## src/rtl/uart_tx_queue_if.sv

```systemverilog
// Host-side write port of uart_tx_queue: byte strobe in, queue status and overflow flag out.
interface uart_tx_queue_if #(
  parameter int DEPTH = 4
) ();
  logic                   wr;
  logic [7:0]             wr_data;
  logic                   full;
  logic [$clog2(DEPTH):0] level;
  logic                   ovf;
  logic                   ovf_clr;

  modport master (output wr, wr_data, ovf_clr, input full, level, ovf);
  modport slave  (input wr, wr_data, ovf_clr, output full, level, ovf);
endinterface

```

## src/rtl/uart_tx_queue.sv

```systemverilog
// Byte transmit FIFO feeding an LSB-first 8N1 serializer on the UART TX pin.
// Define UART_TX_PARITY_EN to insert an even-parity bit between data and stop.
module uart_tx_queue #(
  parameter int CLOCK_HZ = 100_000,
  parameter int BAUD     = 1_000,
  parameter int DEPTH    = 4
) (
  input  logic           clk,
  input  logic           rst_n,
  uart_tx_queue_if.slave host,
  output logic           busy,
  output logic           tx
);

  localparam int BIT_CYC = CLOCK_HZ / BAUD;
  localparam int PTR_W   = $clog2(DEPTH);
  localparam int LVL_W   = PTR_W + 1;
  localparam int CNT_W   = $clog2(BIT_CYC);
  localparam logic [CNT_W-1:0] CNT_LAST = CNT_W'(BIT_CYC - 1);
  localparam logic [CNT_W-1:0] CNT_ONE  = CNT_W'(1);
  localparam logic [LVL_W-1:0] LVL_FULL = LVL_W'(DEPTH);
  localparam logic [LVL_W-1:0] LVL_ONE  = LVL_W'(1);
  localparam logic [PTR_W-1:0] PTR_ONE  = PTR_W'(1);

  typedef enum logic [2:0] {
    S_IDLE,
    S_START,
    S_DATA,
`ifdef UART_TX_PARITY_EN
    S_PARITY,
`endif
    S_STOP
  } state_t;

  logic [7:0]       mem [DEPTH];
  logic [PTR_W-1:0] wr_ptr, rd_ptr;
  logic [LVL_W-1:0] level_q, level_nxt;
  logic             full_q, ovf_q;
  state_t           state, state_nxt;
  logic [CNT_W-1:0] cnt, cnt_nxt;
  logic [2:0]       bit_idx, bit_idx_nxt;
  logic [7:0]       shift;
  logic             push, pop, shift_en, bit_end, has_data, tx_nxt;
`ifdef UART_TX_PARITY_EN
  logic             par_bit;
`endif

  // Full is sampled before any pop, so a write while full is always dropped.
  assign push       = host.wr && !full_q;
  assign has_data   = (level_q != '0);
  assign bit_end    = (cnt == CNT_LAST);
  assign busy       = (state != S_IDLE);
  assign host.full  = full_q;
  assign host.level = level_q;
  assign host.ovf   = ovf_q;

  always_comb begin
    level_nxt = level_q;
    if (push && !pop) begin
      level_nxt = level_q + LVL_ONE;
    end else if (pop && !push) begin
      level_nxt = level_q - LVL_ONE;
    end
  end

  // tx is registered from the current state, so the line lags the state by one cycle.
  always_comb begin
    state_nxt   = state;
    cnt_nxt     = cnt + CNT_ONE;
    bit_idx_nxt = bit_idx;
    pop         = 1'b0;
    shift_en    = 1'b0;
    tx_nxt      = 1'b1;
    case (state)
      S_IDLE: begin
        cnt_nxt = '0;
        if (has_data) begin
          pop       = 1'b1;
          state_nxt = S_START;
        end
      end
      S_START: begin
        tx_nxt = 1'b0;
        if (bit_end) begin
          cnt_nxt     = '0;
          bit_idx_nxt = '0;
          state_nxt   = S_DATA;
        end
      end
      S_DATA: begin
        tx_nxt = shift[0];
        if (bit_end) begin
          cnt_nxt     = '0;
          shift_en    = 1'b1;
          bit_idx_nxt = bit_idx + 3'd1;
          if (bit_idx == 3'd7) begin
`ifdef UART_TX_PARITY_EN
            state_nxt = S_PARITY;
`else
            state_nxt = S_STOP;
`endif
          end
        end
      end
`ifdef UART_TX_PARITY_EN
      S_PARITY: begin
        tx_nxt = par_bit;
        if (bit_end) begin
          cnt_nxt   = '0;
          state_nxt = S_STOP;
        end
      end
`endif
      S_STOP: begin
        if (bit_end) begin
          cnt_nxt = '0;
          if (has_data) begin
            pop       = 1'b1;
            state_nxt = S_START;
          end else begin
            state_nxt = S_IDLE;
          end
        end
      end
      default: begin
        cnt_nxt   = '0;
        state_nxt = S_IDLE;
      end
    endcase
  end

  always_ff @(posedge clk or negedge rst_n) begin
    if (!rst_n) begin
      state   <= S_IDLE;
      cnt     <= '0;
      bit_idx <= '0;
      wr_ptr  <= '0;
      rd_ptr  <= '0;
      level_q <= '0;
      full_q  <= 1'b0;
      ovf_q   <= 1'b0;
      tx      <= 1'b1;
    end else begin
      state   <= state_nxt;
      cnt     <= cnt_nxt;
      bit_idx <= bit_idx_nxt;
      if (push) wr_ptr <= wr_ptr + PTR_ONE;
      if (pop)  rd_ptr <= rd_ptr + PTR_ONE;
      level_q <= level_nxt;
      full_q  <= (level_nxt == LVL_FULL);
      if (host.wr && full_q) begin
        ovf_q <= 1'b1;
      end else if (host.ovf_clr) begin
        ovf_q <= 1'b0;
      end
      tx <= tx_nxt;
    end
  end

  // Storage and shifter carry no reset; control state alone decides validity.
  always_ff @(posedge clk) begin
    if (push) mem[wr_ptr] <= host.wr_data;
    if (pop) begin
      shift <= mem[rd_ptr];
    end else if (shift_en) begin
      shift <= {1'b0, shift[7:1]};
    end
`ifdef UART_TX_PARITY_EN
    if (pop) par_bit <= ^mem[rd_ptr];
`endif
  end

endmodule

```

## src/flat_wrapper.sv

```systemverilog
// flat-port wrapper written by rule: the top's interface ports become plain ports
module uart_tx_queue_flat 
#(
  parameter int CLOCK_HZ = 100_000,
  parameter int BAUD     = 1_000,
  parameter int DEPTH    = 4
)
  (clk, rst_n, busy, tx, host_wr, host_wr_data, host_ovf_clr, host_full, host_level, host_ovf);
  uart_tx_queue_if #(.DEPTH(DEPTH)) host_i ();
  input  logic clk;
  input  logic rst_n;
  output logic busy;
  output logic tx;
  input wire logic [$bits(host_i.wr)-1:0] host_wr;
  input wire logic [$bits(host_i.wr_data)-1:0] host_wr_data;
  input wire logic [$bits(host_i.ovf_clr)-1:0] host_ovf_clr;
  output wire logic [$bits(host_i.full)-1:0] host_full;
  output wire logic [$bits(host_i.level)-1:0] host_level;
  output wire logic [$bits(host_i.ovf)-1:0] host_ovf;
  assign host_i.wr = host_wr;
  assign host_i.wr_data = host_wr_data;
  assign host_i.ovf_clr = host_ovf_clr;
  assign host_full = host_i.full;
  assign host_level = host_i.level;
  assign host_ovf = host_i.ovf;
  uart_tx_queue #(.CLOCK_HZ(CLOCK_HZ), .BAUD(BAUD), .DEPTH(DEPTH)) u_core (.clk(clk), .rst_n(rst_n), .host(host_i), .busy(busy), .tx(tx));
endmodule
```

## config.mk

```make
export PLATFORM = sky130hd
export DESIGN_NAME = uart_tx_queue_flat
export DESIGN_NICKNAME = d
export VERILOG_FILES = /design/src/rtl/uart_tx_queue_if.sv /design/src/rtl/uart_tx_queue.sv /design/src/flat_wrapper.sv
export SDC_FILE = /design/constraint.sdc
export NUM_CORES = 1
export LEC_CHECK = 0
export CAP_MARGIN = 10
export CORE_MARGIN = 4
export CORE_UTILIZATION = 40
export DETAILED_ROUTE_END_ITERATION = 8
export DONT_BUFFER_PORTS = 1
export GPL_TIMING_DRIVEN = 0
export PLACE_DENSITY = 0.63
export SYNTH_ARGS = -nofsm -noshare
export SYNTH_HDL_FRONTEND = slang
export SYNTH_SLANG_ARGS = --single-unit
export TNS_END_PERCENT = 10
```

## constraint.sdc

```tcl
create_clock -name clk -period 4 [get_ports clk]
set_input_delay 0.8 -clock clk [delete_from_list [all_inputs] [get_ports clk]]
set_output_delay 0.8 -clock clk [all_outputs]
set_load 0.005 [all_outputs]
```

== Word level (Yosys, flattened, before mapping) ==
Memory sizes are Yosys's and may differ from the RTL's.
Index checks and enable logic that the tools add are counted.

* Output and inout port bits: 7
* Memories: 1
* Bits in writable memories: 32
* Register bits after elaboration: 31

* Equality and inequality tests: 11
* Reduce and logical (&&, ||, !) cells: 16
* Add/subtract/negate cells: 6
* Multiplexer cells: 26

{| class="wikitable"
|+ Memory list
! memory !! depth !! width !! read ports !! clocked after memory_dff !! wr ports !! RTL line !! source
|-
| u_core.mem || 4 || 8 || 1 || 0 || 1 || uart_tx_queue.sv:35 || <nowiki>logic [7:0] mem [DEPTH];</nowiki>
|}

{| class="wikitable"
|+ Operator list
! cell !! count
|-
| two-way mux 3 bit || 9
|-
| two-way mux 8 bit || 2
|-
| two-way mux 7 bit || 2
|-
| case mux 3 bit (4 select lines) || 1
|-
| inequality test 2 x 1 -> 1 bit, second input constant || 5
|-
| two-way mux 1 bit || 9
|-
| adder 7 x 1 -> 7 bit, second input constant || 1
|-
| equality test 7 bit, second input constant || 1
|-
| adder 3 x 1 -> 3 bit, second input constant || 2
|-
| equality test 3 x 2 -> 1 bit, second input constant || 2
|-
| equality test 3 bit, second input constant || 2
|-
| case mux 3 bit (2 select lines) || 1
|-
| nonzero test 2 bit || 3
|-
| nonzero test 3 bit || 2
|-
| AND reduction 5 bit || 1
|-
| adder 2 x 1 -> 2 bit, second input constant || 2
|-
| logical AND 1 bit || 4
|-
| case mux 1 bit (2 select lines) || 2
|-
| equality test 3 x 1 -> 1 bit, second input constant || 1
|-
| logical NOT 1 bit || 3
|-
| logical NOT 3 bit || 1
|-
| AND reduction 3 bit || 1
|-
| OR reduction 3 bit || 1
|-
| subtractor 3 x 1 -> 3 bit, second input constant || 1
|}

== Depth between registers and ports, before layout ==
Gate-level depths: netlist of run 1.

* Depth after elaboration: 8
* Depth in mapped cells: 8
* Mapped depth without buffers: 7

== Worst setup path before layout of run 1 ==
OpenSTA, ideal clock, no wires.

* Path type: input -> register
* From: input host_wr
* To: memory u_core.mem[0][0], enable pin
* Setup time: 0.332 ns
* Path slack: 2.088 ns
* Stages on the path: 3
* Arrival time: 1.581 ns
* Buffers on the path: 1
* Cells stage by stage: nor2b_1 > clkbuf_1 > and2_1

* Longest elaborated chain between the ends: 3

{| class="wikitable"
|+ Ends and longest elaborated chain
! what !! RTL line !! source
|-
| start: declaration || flat_wrapper.sv:14 || <nowiki>input wire logic [$bits(host_i.wr)-1:0] host_wr;</nowiki>
|-
| logical AND 1 bit || uart_tx_queue.sv:49 || <nowiki>assign push = host.wr && !full_q;</nowiki>
|-
| two-way mux 1 bit || uart_tx_queue.sv:162 || <nowiki>if (push) mem[wr_ptr] <= host.wr_data;</nowiki>
|-
| two-way mux 1 bit (not written as such) || uart_tx_queue.sv:162 ||
|-
| end: declaration || uart_tx_queue.sv:35 ||
|}

No other way between the ends.

== Final worst setup path of run 1 ==
* From: register u_core.state[0]
* To: output busy

* Longest elaborated chain between the ends: 1

{| class="wikitable"
|+ Ends and longest elaborated chain
! what !! RTL line !! source
|-
| start: declaration || uart_tx_queue.sv:39 || <nowiki>state_t state, state_nxt;</nowiki>
|-
| start signal: assignment || uart_tx_queue.sv:144 || <nowiki>state <= state_nxt;</nowiki>
|-
| nonzero test 3 bit || uart_tx_queue.sv:52 || <nowiki>assign busy = (state != S_IDLE);</nowiki>
|-
| end: declaration || flat_wrapper.sv:12 || <nowiki>output logic busy;</nowiki>
|}

No other way between the ends.

==> results of run 1 <==
## cell families (layout without fill, tap and decap cells)
kind of cell	count (synthesis)	count (layout)	share of synthesized area
flip-flops	62	62	0.6277
AND/OR/NAND/NOR	43	43	0.08961
AO/OA/AOI/OAI	23	23	0.06318
multiplexers	17	17	0.1021
adder cells (fa/ha/maj)	14	14	0.06272
buffers and inverters	14	30	0.02330
XOR/XNOR	10	10	0.03136
## final cells by class
class,count,area [sq um],share of cell area
flip-flops and latches,62,1753,0.5667
multi-input cells,107,974.7,0.3151
clock buffers,9,123.9,0.04005
well taps,96,120.1,0.03883
clock inverters,7,56.30,0.01820
plain buffers,6,35.03,0.01133
inverters,8,30.03,0.009709
## worst paths after layout
kind                            depth (start not counted)                      startpoint                          to  slack [ns]
worst max-delay path                                    4     u_core.state[0]$_DFFE_PN0P_                        busy        1.63
worst min-delay path                                    0                           rst_n     u_core.cnt[6]$_DFF_PN0_        0.14
worst max register to register                          7  u_core.host.level[1]$_DFF_PN0_  u_core.host.full$_DFF_PN0_        1.81
worst min register to register                          1         u_core.cnt[0]$_DFF_PN0_     u_core.cnt[0]$_DFF_PN0_        0.50
max in group asynchronous                               0                           rst_n         u_core.tx$_DFF_PN1_        3.69
min in group clk                                        1         u_core.cnt[0]$_DFF_PN0_     u_core.cnt[0]$_DFF_PN0_        0.50
## critical path: stages (launching register included)
cell and delay [ns]:
dfrtp_1 0.40, inv_1 0.11, ha_1 0.20, clkbuf_1 0.37
inv_1 0.15
## report_power, final
part	internal [W]	switching, W	leakage (nW)
registers	0.000882	0.0000956	0.643
clock network	0.000232	0.000270	0.0906
logic	0.000334	0.000401	0.452
total	0.00145	0.000767	1.19
## per-stage QoR
stage,utilization,cell area (sq um)
after floorplan,-,2793
after global placement,0.4287,2913
after detailed placement,0.4287,2913
after CTS,0.4552,3093
after global routing,0.4552,3093
final,0.4552,3093
## per-layer routing
layer / share of wire / vias to the layer above / wire length, um
met2: 0.46 / 18 / 2112
met4: 0.027 / 0 / 125
met3: 0.035 / 12 / 161
li1: - / 707 / -
met1: 0.48 / 718 / 2184
met5: 0 / - / 0
## registers in the layout, summed over array words and instances (netlist names)
register / cells
u_core.bit_idx: 3
u_core.cnt: 7
u_core.host.full: 1
u_core.host.level: 3
u_core.host.ovf: 1
u_core.mem: 32
u_core.rd_ptr: 2
u_core.shift: 8
u_core.state: 2
u_core.tx: 1
u_core.wr_ptr: 2
## synthesized netlist by cell type (all sizes together), types with 2 or more instances
| library cell | n |
|---|---|
| edfxtp | 40 |
| dfrtp | 21 |
| ha | 14 |
| nand2 | 10 |
| mux2 | 9 |
| inv | 8 |
| mux4 | 8 |
| nor3 | 7 |
| xnor2 | 7 |
| a22o | 6 |
| nor2 | 6 |
| and2 | 5 |
| nor2b | 5 |
| nand3 | 4 |
| o21ai | 4 |
| a21oi | 3 |
| buf | 3 |
| clkbuf | 3 |
| xor2 | 3 |
| nor4b | 2 |
==> summary.txt, run 1 <==
Status: finished clean
Mapped cell area: 0.002793 sq mm
Setup WS pre-CTS: 1.741 ns
Syn Area/Cell: 15.26 sq um
Most frequent cells in the layout: edfxtp_1, dfrtp_1, ha_1
Clk slew on worst S/H paths: 0.08 ns
Critical path type: reg -> out
Post-synth EDFFs: 40
DR pass1 iterations: 4
Share of layout cells above drive strength 1: 0.2060
Vias in the first global route: 1587
Area Overhead vs Synth: 10.75%
GR met3 Demand/Resource: 0.03894
CTS tree: built
Lkg Pwr: 1.185 nW
Cell variety after synth: 40
Longest Clk Path Bufs: 2
Synth Warn #: 0
1st-iter DRT viols: 75
Critical path arrival: 1.57 ns
ANT nets after route: 0
Die Ht: 91.56 um
Tot GR Track Use: 0.1240
Total gr overflow: 0
Synth area leader: edfxtp_1
TritonCTS Sinks: 62
Slew @ Worst Pin: 0.5726 ns
Ranking of synthesized cells by area: edfxtp_1, dfrtp_1, mux4_2, ha_1, mux2_2
Count of state elements after synthesis: 62
FILL cells: 621
Grt met1 use: 0.1525
# DRC: 0
Minimum clock period: 2.373 ns
Busiest layer in global routing: met2
Setup Fix Bufs, Post-CTS: 0
Hold WS: 0.1432 ns
Unrepaired setup endpoints after global routing: no
Total number of vias: 1455
Crit share post-route: 0.5933
# setup viols final: 0
Layout Cells excl Fill: 295
DPL Wire Length: 3.019 mm
Ports: 19
Total Power: 0.002214 W
Routing usage on met2: 0.1887
Syn_nets: 209
Chip width: 91.56 um
Most used DFF post-synth: edfxtp_1
Post-CTS Resized: 0
PwrDens: 715.9 mW/mm^2
N_diodes: 0
Global-route wire length before repair: 7.866 mm
Most common cell after layout, fill and taps aside: edfxtp_1
Clock skew: 0.01152 ns
Max FO, Critical Path: 10
Initial antenna violation count: 0
Setup_tns: 0 ns
H-tree depth: 3
Crit end category: output pin
Final WL: 4.584 mm
Critical path required time: 3.20 ns
Largest net degree at the start of global routing: 23
Achievable clock frequency: 421.4 MHz
CTS Hold Bufs: 0
GP Congestion: 0.7279
Clock Tree Root: clkbuf_8
I/O Buffers: 0
Share of the synthesized area in the top cell type: 0.4301
TritonCTS buffer count: 9
Critical Path Start Type: register
Starting Density: 0.4110
VDD IR-drop max: 0.3125 mV
Ys async rst share: 0.3548
Worst-Skew Late Latency: 0.35 ns
Rel. slew slack: 0.6183
Die ar.: 0.008382 sq mm
Worst min-delay path category: in -> async
Core area: 0.006794 sq mm
Final Hold Fails: 0
Seq/Total Area, Yosys: 0.6277
Via density: 4.932
Cells after Synth: 183
Inst Count DP: 279
Nets@finish: 220
Slew Viols, Final: 0
WL/cell: 15.54 um
Core Rows: 30
Worst Setup Slack, final: 1.627 ns
Max-cap violations: 0
No activity file was read; power rests on OpenSTA's default activity.
==> run 2: changes to the inputs <==
--- a/config.mk
+++ b/config.mk
@@ -11,7 +11,7 @@
 export DETAILED_ROUTE_END_ITERATION = 8
 export DONT_BUFFER_PORTS = 1
 export GPL_TIMING_DRIVEN = 0
-export PLACE_DENSITY = 0.63
+export PLACE_DENSITY = 0.65
 export SYNTH_ARGS = -nofsm -noshare
 export SYNTH_HDL_FRONTEND = slang
 export SYNTH_SLANG_ARGS = --single-unit
==> constraint.sdc (replaced) <==
create_clock -name clk -period 2 [get_ports clk]
set_input_delay 0.4 -clock clk [delete_from_list [all_inputs] [get_ports clk]]
set_output_delay 0.4 -clock clk [all_outputs]
set_load 0.005 [all_outputs]
==> run 2 against run 1 <==
Global-route usage increased by 0.080 points. Cell count increased by 2.0%. Flip-flop and latch count unchanged. Cell area increased by 4.7%.
==> summary.txt, run 2 (synthesis results as in run 1) <==
Status: finished clean
Area Overhead vs Synth: 15.95%
Ports: 19 (unchanged)
Layout Cells excl Fill: 301 (+2.0%)
Global-route wire length before repair: 7.900 mm (+0.43%)
Most frequent cells in the layout: edfxtp_1, dfrtp_1, ha_1
TritonCTS buffer count: 9 (unchanged)
Share of layout cells above drive strength 1: 0.2683 (+0.06226)
DPL Wire Length: 3.094 mm (+2.5%)
Rel. slew slack: 0.3203 (-0.2979)
Starting Density: 0.4110 (unchanged)
Grt met1 use: 0.1621 (+0.009545)
Core Rows: 30 (unchanged)
Die Ht: 91.56 um (unchanged)
Core area: 0.006794 sq mm (unchanged)
Largest register by flop count: u_core.mem
Area of the multi-input gates: 0.001013 sq mm (+4.0%)
Crit share post-route: 0.9735
Achievable clock frequency: 513.6 MHz
Max FO, Critical Path: 10 (unchanged)
Inst Count DP: 279 (unchanged)
VDD IR-drop max: 0.7358 mV (+140%)
Tot GR Track Use: 0.1248 (+0.0007962)
PwrDens: 1508 mW/mm^2 (+110%)
Critical path arrival: 2.03 ns (+0.46 ns)
Fin area: 0.003238 sq mm (+4.7%)
Longest Clk Path Bufs: 2 (unchanged)
# DRC: 0 (unchanged)
N_diodes: 0 (unchanged)
H-tree depth: 3 (unchanged)
WL/cell: 15.96 um (+2.7%)
Worst Setup Slack, final: 0.05299 ns (-1.574 ns)
Via density: 5.063 (+2.7%)
Worst-Skew Late Latency: 0.34 ns (about the same)
TritonCTS Sinks: 62 (unchanged)
Slew @ Worst Pin: 1.016 ns (+0.4436 ns)
Lkg Pwr: 1.244 nW (+5.0%)
Vias in the first global route: 1566 (-1.3%)
Unrepaired setup endpoints after global routing: yes
Setup WS pre-CTS: -0.1685 ns (-1.909 ns)
Worst min-delay path category: in -> reg
FILL cells: 588 (-5.3%)
Most common cell after layout, fill and taps aside: edfxtp_1
Busiest layer in global routing: met2
Die ar.: 0.008382 sq mm (unchanged)
Total number of vias: 1524 (+4.7%)
CTS tree: built
1st-iter DRT viols: 69 (-8.0%)
GR met3 Demand/Resource: 0.04474 (+0.005800)
Clk slew on worst S/H paths: 0.07 ns (about the same)
Largest register FFs: 32 (unchanged)
Initial antenna violation count: 0 (unchanged)
DR pass1 iterations: 4 (unchanged)
Clock Tree Root: clkbuf_8
Critical path required time: 2.09 ns (-1.11 ns)
Critical path type: reg -> reg
Slew Viols, Final: 0 (unchanged)
ANT nets after route: 0 (unchanged)
Total gr overflow: 0 (unchanged)
Crit end category: register
Final WL: 4.803 mm (+4.8%)
Max-cap violations: 0 (unchanged)
Nets@finish: 226 (+2.7%)
GP Congestion: 0.7219 (-0.82%)
Minimum clock period: 1.947 ns
Routing usage on met2: 0.1850 (-0.003652)
Clock skew: 0.006735 ns (-0.004783 ns)
Chip width: 91.56 um (unchanged)
Largest net degree at the start of global routing: 23 (unchanged)
# setup viols final: 0 (unchanged)
FF/Latch Area: 0.001757 sq mm (+0.21%)
Critical Path Start Type: register
Final Hold Fails: 0 (unchanged)
Regs by FF count: u_core.mem (32), u_core.shift (8), u_core.cnt (7)
Placed Area: 0.002913 sq mm (unchanged)
I/O Buffers: 0 (unchanged)
==> run 2: cell count changes in the layout (fill, tap and decap cells not counted), moves of 2 or more <==
cell	previous run	this run
dfrtp_1	21	18
bufinv_16	0	3
inv_6	3	0
buf_4	1	5
dfrtp_2	0	3
clkinv_4	2	0
==> run 2: cell type report <==
| class | count | share of cell area |
|---|---|---|
| Sequential cell | 62 | 0.5425 |
| Multi-Input combinational cell | 107 | 0.3130 |
| Clock buffer | 11 | 0.04057 |
| Tap cell | 96 | 0.03709 |
| Clock inverter | 5 | 0.03053 |
| Timing Repair Buffer | 6 | 0.01468 |
| Buffer | 6 | 0.01236 |
| Inverter | 8 | 0.009274 |
==> run 2: path summary, 6_finish.rpt <==
kind / end / from / slack [ns] / cells after the start
worst max-delay path: u_core.shift[3]$_DFFE_PP_ / u_core.cnt[3]$_DFF_PN0_ / 0.05 / 5
worst min-delay path: u_core.mem[3][0]$_DFFE_PP_ / host_wr_data[0] / 0.16 / 0
worst max register to register: u_core.shift[3]$_DFFE_PP_ / u_core.cnt[3]$_DFF_PN0_ / 0.05 / 5
worst min register to register: u_core.tx$_DFF_PN1_ / u_core.shift[0]$_DFFE_PP_ / 0.46 / 2
max in group asynchronous: u_core.host.level[1]$_DFF_PN0_ / rst_n / 0.63 / 1
min in group asynchronous: u_core.state[1]$_DFFE_PN0P_ / rst_n / 0.69 / 1
==> run 2: stage by stage <==
stage / total power (W) / TNS [ns] / util / hold slack (ns)
2_1_floorplan: 0.003122 / 0 / - / 0.1044
3_3_place_gp: 0.003417 / -1.763 / 0.4287 / 0.1054
3_5_place_dp: 0.003466 / -2.029 / 0.4287 / 0.1052
4_1_cts: 0.004835 / 0 / 0.4700 / 0.1333
5_1_grt: 0.005183 / -0.1090 / 0.4766 / 0.1259
6_report: 0.004884 / 0 / 0.4766 / 0.1556
==> run 2: routing by layer <==
layer	part of all wire	vias up	wire length, um
met1	0.47	766	2251
li1	-	724	-
met2	0.47	26	2265
met4	0.022	0	105
met3	0.037	8	180
met5	0	-	0
==> run 2: power breakdown <==
group          switching [W]  total (W)  internal (W)  leakage (nW)
logic               0.000872    0.00163      0.000763         0.490
registers           0.000198    0.00197       0.00177         0.639
clock network       0.000458    0.00128      0.000822         0.115
==> run 2: what timing repair did <==
item / 4_1_cts / 5_1_grt
endpoints found under the hold margin: 22 / 0
gates resized for setup: 8 / 8
buffers inserted: 2 / 3
setup endpoints to repair: 18 / 26
gates cloned: 0 / 0
hold buffers: 1 / 0
pin swaps: 2 / 2
==> run 2: worst max-delay path, stage by stage, from the launching register on <==
cell     delay, ns
dfrtp_2       0.44
nor4b_4       0.33
a41oi_2       0.18
nor3_2        0.23
buf_6         0.18
mux2_2        0.34
==> run 3: changes to the inputs <==
--- a/config.mk
+++ b/config.mk
@@ -10,7 +10,6 @@
 export CORE_UTILIZATION = 40
 export DETAILED_ROUTE_END_ITERATION = 8
 export DONT_BUFFER_PORTS = 1
-export GPL_TIMING_DRIVEN = 0
 export PLACE_DENSITY = 0.65
 export SYNTH_ARGS = -nofsm -noshare
 export SYNTH_HDL_FRONTEND = slang
==> run 3 against run 2 <==
Sequential power is essentially flat. Cell count grew 0.66%. Power shrank 5.4%. Clock skew shrank 0.0020 ns. Clock power shrank 19%. First-iteration DRC count grew 55%. Via count shrank 1.8%. Wire length shrank 3.1%. Register-to-register slack gained 0.05 ns. Cell area shrank 1.6%. Largest power group unchanged.
==> summary.txt, run 3 (synthesis results as in run 1) <==
Critical path arrival: 2.12 ns (+0.09 ns)
Status: finished clean
Die ar.: 0.008382 sq mm (unchanged)
Ports: 19 (unchanged)
Longest Clk Path Bufs: 2 (unchanged)
FILL cells: 591 (+0.51%)
PwrDens: 1450 mW/mm^2 (-3.8%)
Unrepaired setup endpoints after global routing: no
Most frequent cells in the layout: edfxtp_1, dfrtp_1, ha_1, buf_4, nand2_1
Minimum clock period: 1.895 ns (-0.05160 ns)
Final Hold Fails: 0 (unchanged)
Core Rows: 30 (unchanged)
Chip width: 91.56 um (unchanged)
Crit share post-route: 0.9477 (-0.02580)
Largest register FFs: 32 (unchanged)
Critical path type: reg -> reg
Rel. slew slack: 0.3043 (-0.01604)
FF-to-FF setup slack: 0.10 ns (+0.05 ns)
Regs by FF count: u_core.mem (32), u_core.shift (8), u_core.cnt (7)
Clk slew on worst S/H paths: 0.07 ns (about the same)
DR pass1 iterations: 4 (unchanged)
Inst Count DP: 285 (+2.2%)
Worst r2r src: u_core.cnt[4]$_DFF_PN0_
Vias in the first global route: 1591 (+1.6%)
Crit end category: register
Total number of vias: 1497 (-1.8%)
Core area: 0.006794 sq mm (unchanged)
VDD IR-drop max: 0.7729 mV (+5.1%)
Crit path launch: u_core.cnt[4]$_DFF_PN0_
Setup_tns: 0 ns (unchanged)
Largest net degree at the start of global routing: 23 (unchanged)
Die Ht: 91.56 um (unchanged)
Worst min-delay path category: in -> reg
Lkg Pwr: 1.230 nW (-1.2%)
Starting Density: 0.4110 (unchanged)
H-tree depth: 3 (unchanged)
Via density: 4.941 (-2.4%)
Placed Area: 0.002968 sq mm (+1.9%)
Critical path required time: 2.22 ns (+0.13 ns)
Final WL: 4.654 mm (-3.1%)
DPL Wire Length: 3.254 mm (+5.2%)
Tot GR Track Use: 0.1271 (+0.002280)
Clock skew: 0.004766 ns (-0.001969 ns)
# DRC: 0 (unchanged)
GP Congestion: 0.7217 (about the same)
WL/cell: 15.36 um (-3.7%)
Clock Tree Root: clkbuf_8
Slew @ Worst Pin: 1.040 ns (+0.02399 ns)
Worst-Skew Late Latency: 0.33 ns (about the same)
Largest register by flop count: u_core.mem
Max FO, Critical Path: 7 (-3)
Most common cell after layout, fill and taps aside: edfxtp_1
CTS tree: built
Nets@finish: 228 (+0.88%)
Layout Cells excl Fill: 303 (+0.66%)
# setup viols final: 0 (unchanged)
Critical Path Start Type: register
Slew Viols, Final: 0 (unchanged)
Max-cap violations: 0 (unchanged)
Area Overhead vs Synth: 14.11%
Initial antenna violation count: 0 (unchanged)
TritonCTS buffer count: 9 (unchanged)
N_diodes: 0 (unchanged)
TritonCTS Sinks: 62 (unchanged)
Fin area: 0.003187 sq mm (-1.6%)
Achievable clock frequency: 527.6 MHz (+2.7%)
Global-route wire length before repair: 8.045 mm (+1.8%)
1st-iter DRT viols: 107 (+55%)
Total gr overflow: 0 (unchanged)
I/O Buffers: 0 (unchanged)
ANT nets after route: 0 (unchanged)
Min-delay src: host_wr_data[7]
Share of layout cells above drive strength 1: 0.2560 (-0.01225)
[run 3: cell types whose count changed in the layout (fill, tap and decap cells not counted), sizes merged]
cell	before	now
clkinvlp	0	3
bufinv	3	1
buf	9	13
clkinv	2	3
clkbuf	13	9
[run 3: path summary, 6_finish.rpt]
| kind | to | depth (start not counted) |
|---|---|---|
| max | u_core.state[1]$_DFFE_PN0P_ | 6 |
| min | u_core.mem[2][7]$_DFFE_PP_ | 0 |
| max reg2reg | u_core.state[1]$_DFFE_PN0P_ | 6 |
| min reg2reg | u_core.tx$_DFF_PN1_ | 2 |
| max in group asynchronous | u_core.host.full$_DFF_PN0_ | 1 |
| min in group asynchronous | u_core.state[0]$_DFFE_PN0P_ | 1 |
[run 3: worst max-delay path: stages, from the launching register on]
cell and delay, ns:
dfrtp_1 0.42, nor4b_4 0.29, buf_4 0.16, and2b_1 0.28
o21bai_2 0.12, a22o_1 0.22, mux2_4 0.30
[run 3: area by class of cell]
| class | count | area [sq um] | share of cell area |
|---|---|---|---|
| sequential | 62 | 1753 | 0.5501 |
| inverter | 8 | 30.03 | 0.009423 |
| tap | 96 | 120.1 | 0.03769 |
| timing repair buffer | 14 | 107.6 | 0.03377 |
| multi-input combinational | 107 | 987.2 | 0.3098 |
| clock buffer | 9 | 123.9 | 0.03887 |
| clock inverter | 7 | 65.06 | 0.02042 |
[run 3: power breakdown]
part / internal (W) / switching [W]
Clock: 0.000563 / 0.000481
Sequential: 0.00176 / 0.000199
Combinational: 0.000778 / 0.000836
[run 3: what timing repair did]
item / 4_1_cts / 5_1_grt
gates resized for setup: 0 / 4
endpoints found under the hold margin: 22 / 0
hold buffers: 1 / 0
setup buffers: 0 / 1
setup endpoints to repair: 0 / 16
[run 3: through the flow]
step / utilization / hold slack, ns / worst slack (ns) / total power, W
after floorplan: - / 0.1044 / 0.1364 / 0.003122
after global placement: 0.4368 / 0.1052 / 0.09583 / 0.003528
after detailed placement: 0.4368 / 0.1051 / 0.03721 / 0.003568
after CTS: 0.4661 / 0.1352 / 0.02248 / 0.004637
after global routing: 0.4691 / 0.1294 / 0.006013 / 0.004949
final: 0.4691 / 0.1589 / 0.1046 / 0.004622
[run 3: metal layers]
layer / GRT usage / vias up / share of wire
met5: 0 / - / 0
met4: 0.06407 / 0 / 0.023
li1: - / 722 / -
met2: 0.1899 / 20 / 0.47
met1: 0.1652 / 749 / 0.46
met3: 0.04143 / 6 / 0.039
